File: src/rtl/blink_host_adapter.sv
// rtl/blink_host_adapter.sv - register-loaded launcher for the Blink cipher core, streaming C back as 32-bit words
module blink_host_adapter #(
  parameter int LATENCY = 16
) (
  input  logic          clk,
  input  logic          rst,
  input  logic          wr_en,
  input  logic [5:0]    wr_addr,
  input  logic [31:0]   wr_data,
  input  logic          start,
  input  logic          start_enc,
  output logic          busy,
  output logic          err,
  output logic          out_valid,
  input  logic          out_ready,
  output logic [31:0]   out_data,
  output logic          core_enc,
  output logic [1023:0] core_K0,
  output logic [509:0]  core_K1,
  output logic [127:0]  core_P,
  output logic [127:0]  core_T,
  input  logic [127:0]  core_C
);

  localparam int DW = 32;
  localparam int CW = $clog2(LATENCY + 1);

  typedef enum logic [1:0] {IDLE, RUN, OUT} state_t;

  state_t          state, state_nx;
  logic [CW-1:0]   cnt;
  logic [1:0]      widx;
  logic [127:0]    hold;
  logic            wr_ok;
  logic            last_cnt;
  logic            take;

  assign wr_ok    = wr_en && (state == IDLE) && (wr_addr < 6'd56);
  assign last_cnt = (cnt == CW'(LATENCY - 1));
  assign take     = (state == OUT) && out_ready;

  assign busy      = (state != IDLE);
  assign out_valid = (state == OUT);
  assign out_data  = out_valid ? hold[{widx, 5'd0} +: DW] : '0;

  always_comb begin
    state_nx = state;
    case (state)
      IDLE:    if (start) state_nx = RUN;
      RUN:     if (last_cnt) state_nx = OUT;
      OUT:     if (take && (widx == 2'd3)) state_nx = IDLE;
      default: state_nx = IDLE;
    endcase
  end

  always_ff @(posedge clk or negedge rst) begin
    if (!rst) state <= IDLE;
    else      state <= state_nx;
  end

  always_ff @(posedge clk or negedge rst) begin
    if (!rst) begin
      core_K0  <= '0;
      core_K1  <= '0;
      core_P   <= '0;
      core_T   <= '0;
      core_enc <= 1'b0;
      cnt      <= '0;
      widx     <= '0;
      hold     <= '0;
      err      <= 1'b0;
    end else begin
      if (wr_ok) begin
        if (wr_addr < 6'd32) begin
          core_K0[{wr_addr[4:0], 5'd0} +: DW] <= wr_data;
        end else if (wr_addr < 6'd48) begin
          // K1 is 510 bits wide, so the top word only keeps 30 bits
          for (int i = 0; i < 15; i++)
            if (wr_addr[3:0] == 4'(i)) core_K1[i*DW +: DW] <= wr_data;
          if (wr_addr[3:0] == 4'd15) core_K1[509:480] <= wr_data[29:0];
        end else if (wr_addr < 6'd52) begin
          core_P[{wr_addr[1:0], 5'd0} +: DW] <= wr_data;
        end else begin
          core_T[{wr_addr[1:0], 5'd0} +: DW] <= wr_data;
        end
      end

      if ((state == IDLE) && start) begin
        core_enc <= start_enc;
        cnt      <= '0;
      end

      if (state == RUN) begin
        cnt <= cnt + CW'(1);
        if (last_cnt) begin
          hold <= core_C;
          widx <= 2'd0;
        end
      end

      if (take) widx <= widx + 2'd1;

      if ((wr_en && ((state != IDLE) || (wr_addr >= 6'd56))) ||
          (start && (state != IDLE)))
        err <= 1'b1;
    end
  end

endmodule

File: config.mk
export PLATFORM = sky130hd
export DESIGN_NAME = blink_host_adapter
export DESIGN_NICKNAME = d
export VERILOG_FILES = /design/src/rtl/blink_host_adapter.sv
export SDC_FILE = /design/constraint.sdc
export NUM_CORES = 2
export LEC_CHECK = 0
export ABC_AREA = 1
export CELL_PAD_IN_SITES_DETAIL_PLACEMENT = 1
export CELL_PAD_IN_SITES_GLOBAL_PLACEMENT = 1
export CORE_AREA = 2 2 775 777
export DETAILED_ROUTE_END_ITERATION = 10
export DIE_AREA = 0 0 777 779
export DONT_BUFFER_PORTS = 1
export MAX_ROUTING_LAYER = met4
export PLACE_DENSITY = 0.33
export SYNTH_ARGS = -nofsm -noshare
export SYNTH_HDL_FRONTEND = slang
export SYNTH_SLANG_ARGS = --single-unit
export TNS_END_PERCENT = 20
File: constraint.sdc
create_clock -name clk -period 2.8 [get_ports clk]
set_input_delay 0.7 -clock clk [delete_from_list [all_inputs] [get_ports clk]]
set_output_delay 0.7 -clock clk [all_outputs]
set_load 0.01 [all_outputs]
Word level (Yosys, flattened, before mapping)
Cells that the tools add are included.
- bits in registers: 1929
- input bits: 172
- output and inout bits: 1826
- logic and storage cells: 114
- $add $sub $neg: 4
- magnitude comparators: 5
- equality and inequality tests: 22
- shift-type cells: 5
- multiplexer cells: 13
- bitwise logic cells: 3
- reduce and logical (&&, ||, !) cells: 37
- operators by type and width (cell ; number):
    1024-bit bitwise mux ; 1
    32-bit by 12-bit variable shift with 1024-bit output (first input constant) ; 1
    32-bit by 12-bit indexed part select with 1024-bit output ; 1
    128-bit bitwise mux ; 2
    32-bit by 9-bit variable shift with 128-bit output (first input constant) ; 1
    128-bit by 8-bit indexed part select with 32-bit output ; 1
    32-bit by 9-bit indexed part select with 128-bit output ; 1
    4-bit AND reduction ; 18
    4-bit equality test (second input constant) ; 8
    32-bit two-way mux ; 1
    6-bit < comparator (second input constant) ; 4
    4-bit by 3-bit equality test with 1-bit output (second input constant) ; 4
    2-bit two-way mux ; 6
    10-bit negator with 12-bit output ; 1
    5-bit two-way mux ; 2
    7-bit negator with 9-bit output ; 1
    4-bit by 2-bit equality test with 1-bit output (second input constant) ; 2
    2-bit nonzero test ; 4
    1-bit logical AND ; 7
    6-bit greater-or-equal comparator (second input constant) ; 1
    2-bit one-hot mux with 3 select lines ; 1
    2-bit AND reduction ; 3
    5-bit by 1-bit adder with 5-bit output (second input constant) ; 1
    5-bit by 4-bit equality test with 1-bit output (second input constant) ; 1
    11 further kinds ; 16

Depth between registers and ports, before layout
- word-level depth: 5
- mapped depth: 14
- mapped depth without buffers: 11

Least setup slack after synthesis
Ideal clock, no wire load.
- path kind: input to register
- start point: input port wr_addr[0]
- end point: register core_K0[514]
- arrival time: 2.625 ns
- required time: 2.681 ns
- path slack: 0.056 ns
- stages: 11
- buffers on the path: 3
- path through: clkinv_1 clkbuf_1 ha_1 clkbuf_1 nor2_1 nand3_1 nor2_1 nand4_1 clkbuf_1 nand2_1 nand2_1
- longest elaborated chain between the ends: 3
- elaborated cells between the ends (all ways): 8
- those cells by class: add/sub: 1; order compare: 2; shift: 2; mux: 1; reduce/logical: 2
- ends and longest elaborated chain (element ; line ; source):
    start: declaration ; 8 ; input logic [5:0] wr_addr,
    10-bit negator with 12-bit output / 6-bit < comparator (equally long branches) ; 75, 38 ;
    32-bit by 12-bit indexed part select with 1024-bit output, or another cell as far along ; 75 ; core_K0[{wr_addr[4:0], 5'd0} +: DW] <= wr_data;
    1024-bit bitwise mux / 2-bit AND reduction (equally long branches) ; -- ;
    end signal: indexed assignment ; 75 ;
    end: declaration ; 18 ; output logic [1023:0] core_K0,
Parallel ways exist; a longest one is shown, timed or not.
A chain may end at the register's enable or synchronous reset.

Final worst setup path
- start point: register widx[0]
- end point: output port out_data[6]
- longest elaborated chain between the ends: 2
- ends and longest elaborated chain (element ; line ; source):
    start: declaration ; 32 ; logic [1:0] widx;
    start signal: assignment ; 101 ; if (take) widx <= widx + 2'd1;
    128-bit by 8-bit indexed part select with 32-bit output ; 44 ; assign out_data = out_valid ? hold[{widx, 5'd0} +: DW] : '0;
    32-bit two-way mux ; 44 ;
    end: declaration ; 16 ; output logic [31:0] out_data,
Every way passes these cells.

==> qor.yml <==
vias_per_cell: 3.89
ys_warn_count: 0
seq_area_frac_synth_pct: 61.8
fp.dieArea_um2: 605000
grt_start_max_net_pins: 214
final_cell_count_no_fill: 17400
rsz0062_at_grt: "true"
start_util_pct: 13.1
power.leakage_nw: 50.1
syn_avg_cell_area_um2: 8.99
start_kind: "register"
drive_gt1_share_pct: 15.8
grt_pass1_vias: 70200
root_buffer: "clkbuf_16"
cts_sinks: 1929
setup_viol: 32
hold_viol_final: 337
core_um2: 597000
finalHoldWorstSlack_ns: -0.548
clk_pin_slew_ns: 0.06
cp_data_arrival_time_ns: 2.45
violations: "hold timing, setup timing"
critPathKind: "reg -> out"
async_flop_share_pct: 100
cts_buffers: 271
slew_headroom_pct: 24.7
status: "complete, but fails checks"
cts_buffer_depth: 4
hpwlAfterDp_um: 415000
drc_errors: 0
cts_tree: "built"
cts_hold_buf: 175
ys_ff_latch: 1929
gr-total-overflow: 0
row_count: 284
fmax_ghz: 0.317
critPathRequiredTime_ns: 2.10
finalCriticalPeriod_ns: 3.15
totalNegativeSetupSlack_ns: -7.57
utilization_pct: 17.8
grt.total_usage_pct: 18.5
synth_edf_count: 0
drt_pass1_iterations: 5
ioPinCount: 1998
die_h_um: 779
max_cap_violations: 0
nFillCells: 69100
synth_cell_types: 26
wirelength_um: 566000
crit_path_end_kind: "primary output"
fin_nets: 9404
wl_per_cell_um: 32.6
synthToLayoutAreaGrowth_pct: 35.7
vdd_drop_max_v: 0.000485
synth_ff_type: "dfrtp_1"
die_w_um: 777
place_inst: 16600
drv_slew: 0
gp_congestion: 0.835
grt_pass1_wl_um: 732000
hold_path.class: "in -> async"
fin_worst_skew_ns: 0.0706
finalPower_mw: 81.7
antenna_left: 0
portBuffers: 0
fin_crit_sh_pct: 113
critPathMaxFanout: 7
power_density_nw_per_um2: 772
vias: 67600
antenna_found_initial: 136
worst_pin_slew_ns: 1.13
drt_iter0_markers: 4485
clock_latency_ns: 0.95
syn_nets: 8860
r2r_slack_ns: 0.27
syn_inst: 8681
synthesis.area_um2: 78100
htree_levels: 5
setup_ws_ns: -0.354
[power by group]
part           switching, mW  leakage, nW  internal (mW)
Sequential              4.71         26.4           31.0
Clock                   14.9         4.44           21.2
Combinational           5.98         19.3           3.97
[cell families (layout without fill, tap and decap cells)]
family	after synthesis	after routing	synth area share, %
and+or+nand+nor	4782	4782	25.2
DFF	1929	1929	61.8
buffers and inverters	930	1669	4.86
AOI/OAI and AO/OA	904	904	6.11
muxes	129	129	1.86
adders and majority gates	7	7	0.112
other	0	87	0
[path summary, 6_finish.rpt]
path	end	depth (start not counted)	start
worst min register to register	hold[102]	1	hold[102]
worst min-delay path	core_K0[809]	0	rst
max in group asynchronous	core_K1[56]	5	rst
worst max register to register	core_K0[660]	11	state[0]
worst max-delay path	out_data[6]	8	widx[0]
min in group clk	core_K0[271]	2	wr_data[15]
[critical path: stages (launching register included)]
cell and delay [ns]:
dfrtp_2 0.37, buf_12 0.16, buf_12 0.14, buf_16 0.14, nor2_2 0.05, nor2_2 0.12
o21ai_2 0.08, a21oi_4 0.33, buf_6 0.16
[layer usage]
metal  up-vias  wire length [um]  track usage [%]
met2      2590            267000             30.3
met1     35200            219000             21.0
met3       574             59800             7.27
met4         0             19700             5.15
met5         -                 0                -
li1      29200                 -                -
[sequential cells by signal, summed over array words and instances, names as in the netlist]
name      cells
cnt           5
core_K0    1024
core_K1     510
core_P      128
core_T      128
core_enc      1
err           1
hold        128
state         2
widx          2
[stage by stage]
| stage | instance area, um2 | setup slack [ns] |
|---|---|---|
| after global placement | 93800 | -2.78 |
| after floorplan | 78100 | 0.0561 |
| after CTS | 105000 | -0.487 |
| after detailed placement | 93800 | -2.93 |
| after global routing | 106000 | -0.482 |
| final | 106000 | -0.354 |
[cells in the mapped netlist, drive strengths merged (7+ instances only)]
| cell | number | area (um2) |
|---|---|---|
| nand2 | 3058 | 11500 |
| clkinv | 31 | 116 |
| dfrtp | 1929 | 48300 |
| inv | 231 | 867 |
| a21oi | 35 | 175 |
| clkbuf | 389 | 1460 |
| nand4 | 147 | 920 |
| o21ai | 771 | 3860 |
| nor3 | 106 | 531 |
| nand3 | 881 | 4410 |
| ha | 7 | 87.6 |
| o21a | 96 | 721 |
| nor2 | 573 | 2180 |
| nand3b | 17 | 128 |
| buf | 279 | 1350 |
| mux2 | 129 | 1450 |
[area by class of cell]
type,count,area [um2],area share [%]
multi-input combinational,5822,26600,25.1
timing repair buffer,939,10900,10.3
clock buffer,391,7940,7.49
sequential,1929,48300,45.6
clock inverter,77,1120,1.05
tap,7865,9840,9.29
antenna,87,218,0.205
inverter,262,1010,0.951
[cell usage in the layout (no fill, tap or decap), types with 8 or more instances in the layout]
master	instances
o21ai_1	83
dlygate4sd3_1	151
buf_12	227
nor3_1	102
clkbuf_16	278
buf_6	36
nand2_2	23
o21ai_0	673
clkbuf_1	54
o21a_1	96
nand2_4	8
mux2_2	129
o21ai_2	15
bufinv_16	15
a21oi_2	17
buf_4	499
clkbuf_8	62
nor2_2	21
inv_2	21
clkinv_8	9
nand3b_1	17
buf_16	16
clkinv_2	29
nand4_1	147
inv_1	223
nand2_1	3024
clkinv_1	13
inv_6	9
dfrtp_1	1926
nor2_1	522
nand3_1	874
nor2_4	30
diode_2	87
a21oi_1	15
[timing repair]
action / CTS / global route
gates resized for setup: 105 / 75
pin swaps: 15 / 25
setup endpoints to repair: 679 / 470
cloned: 12 / 3
endpoints found under the hold margin: 703 / 494
setup buffers: 3 / 2
Note: power is estimated with default switching activity, not from simulation.
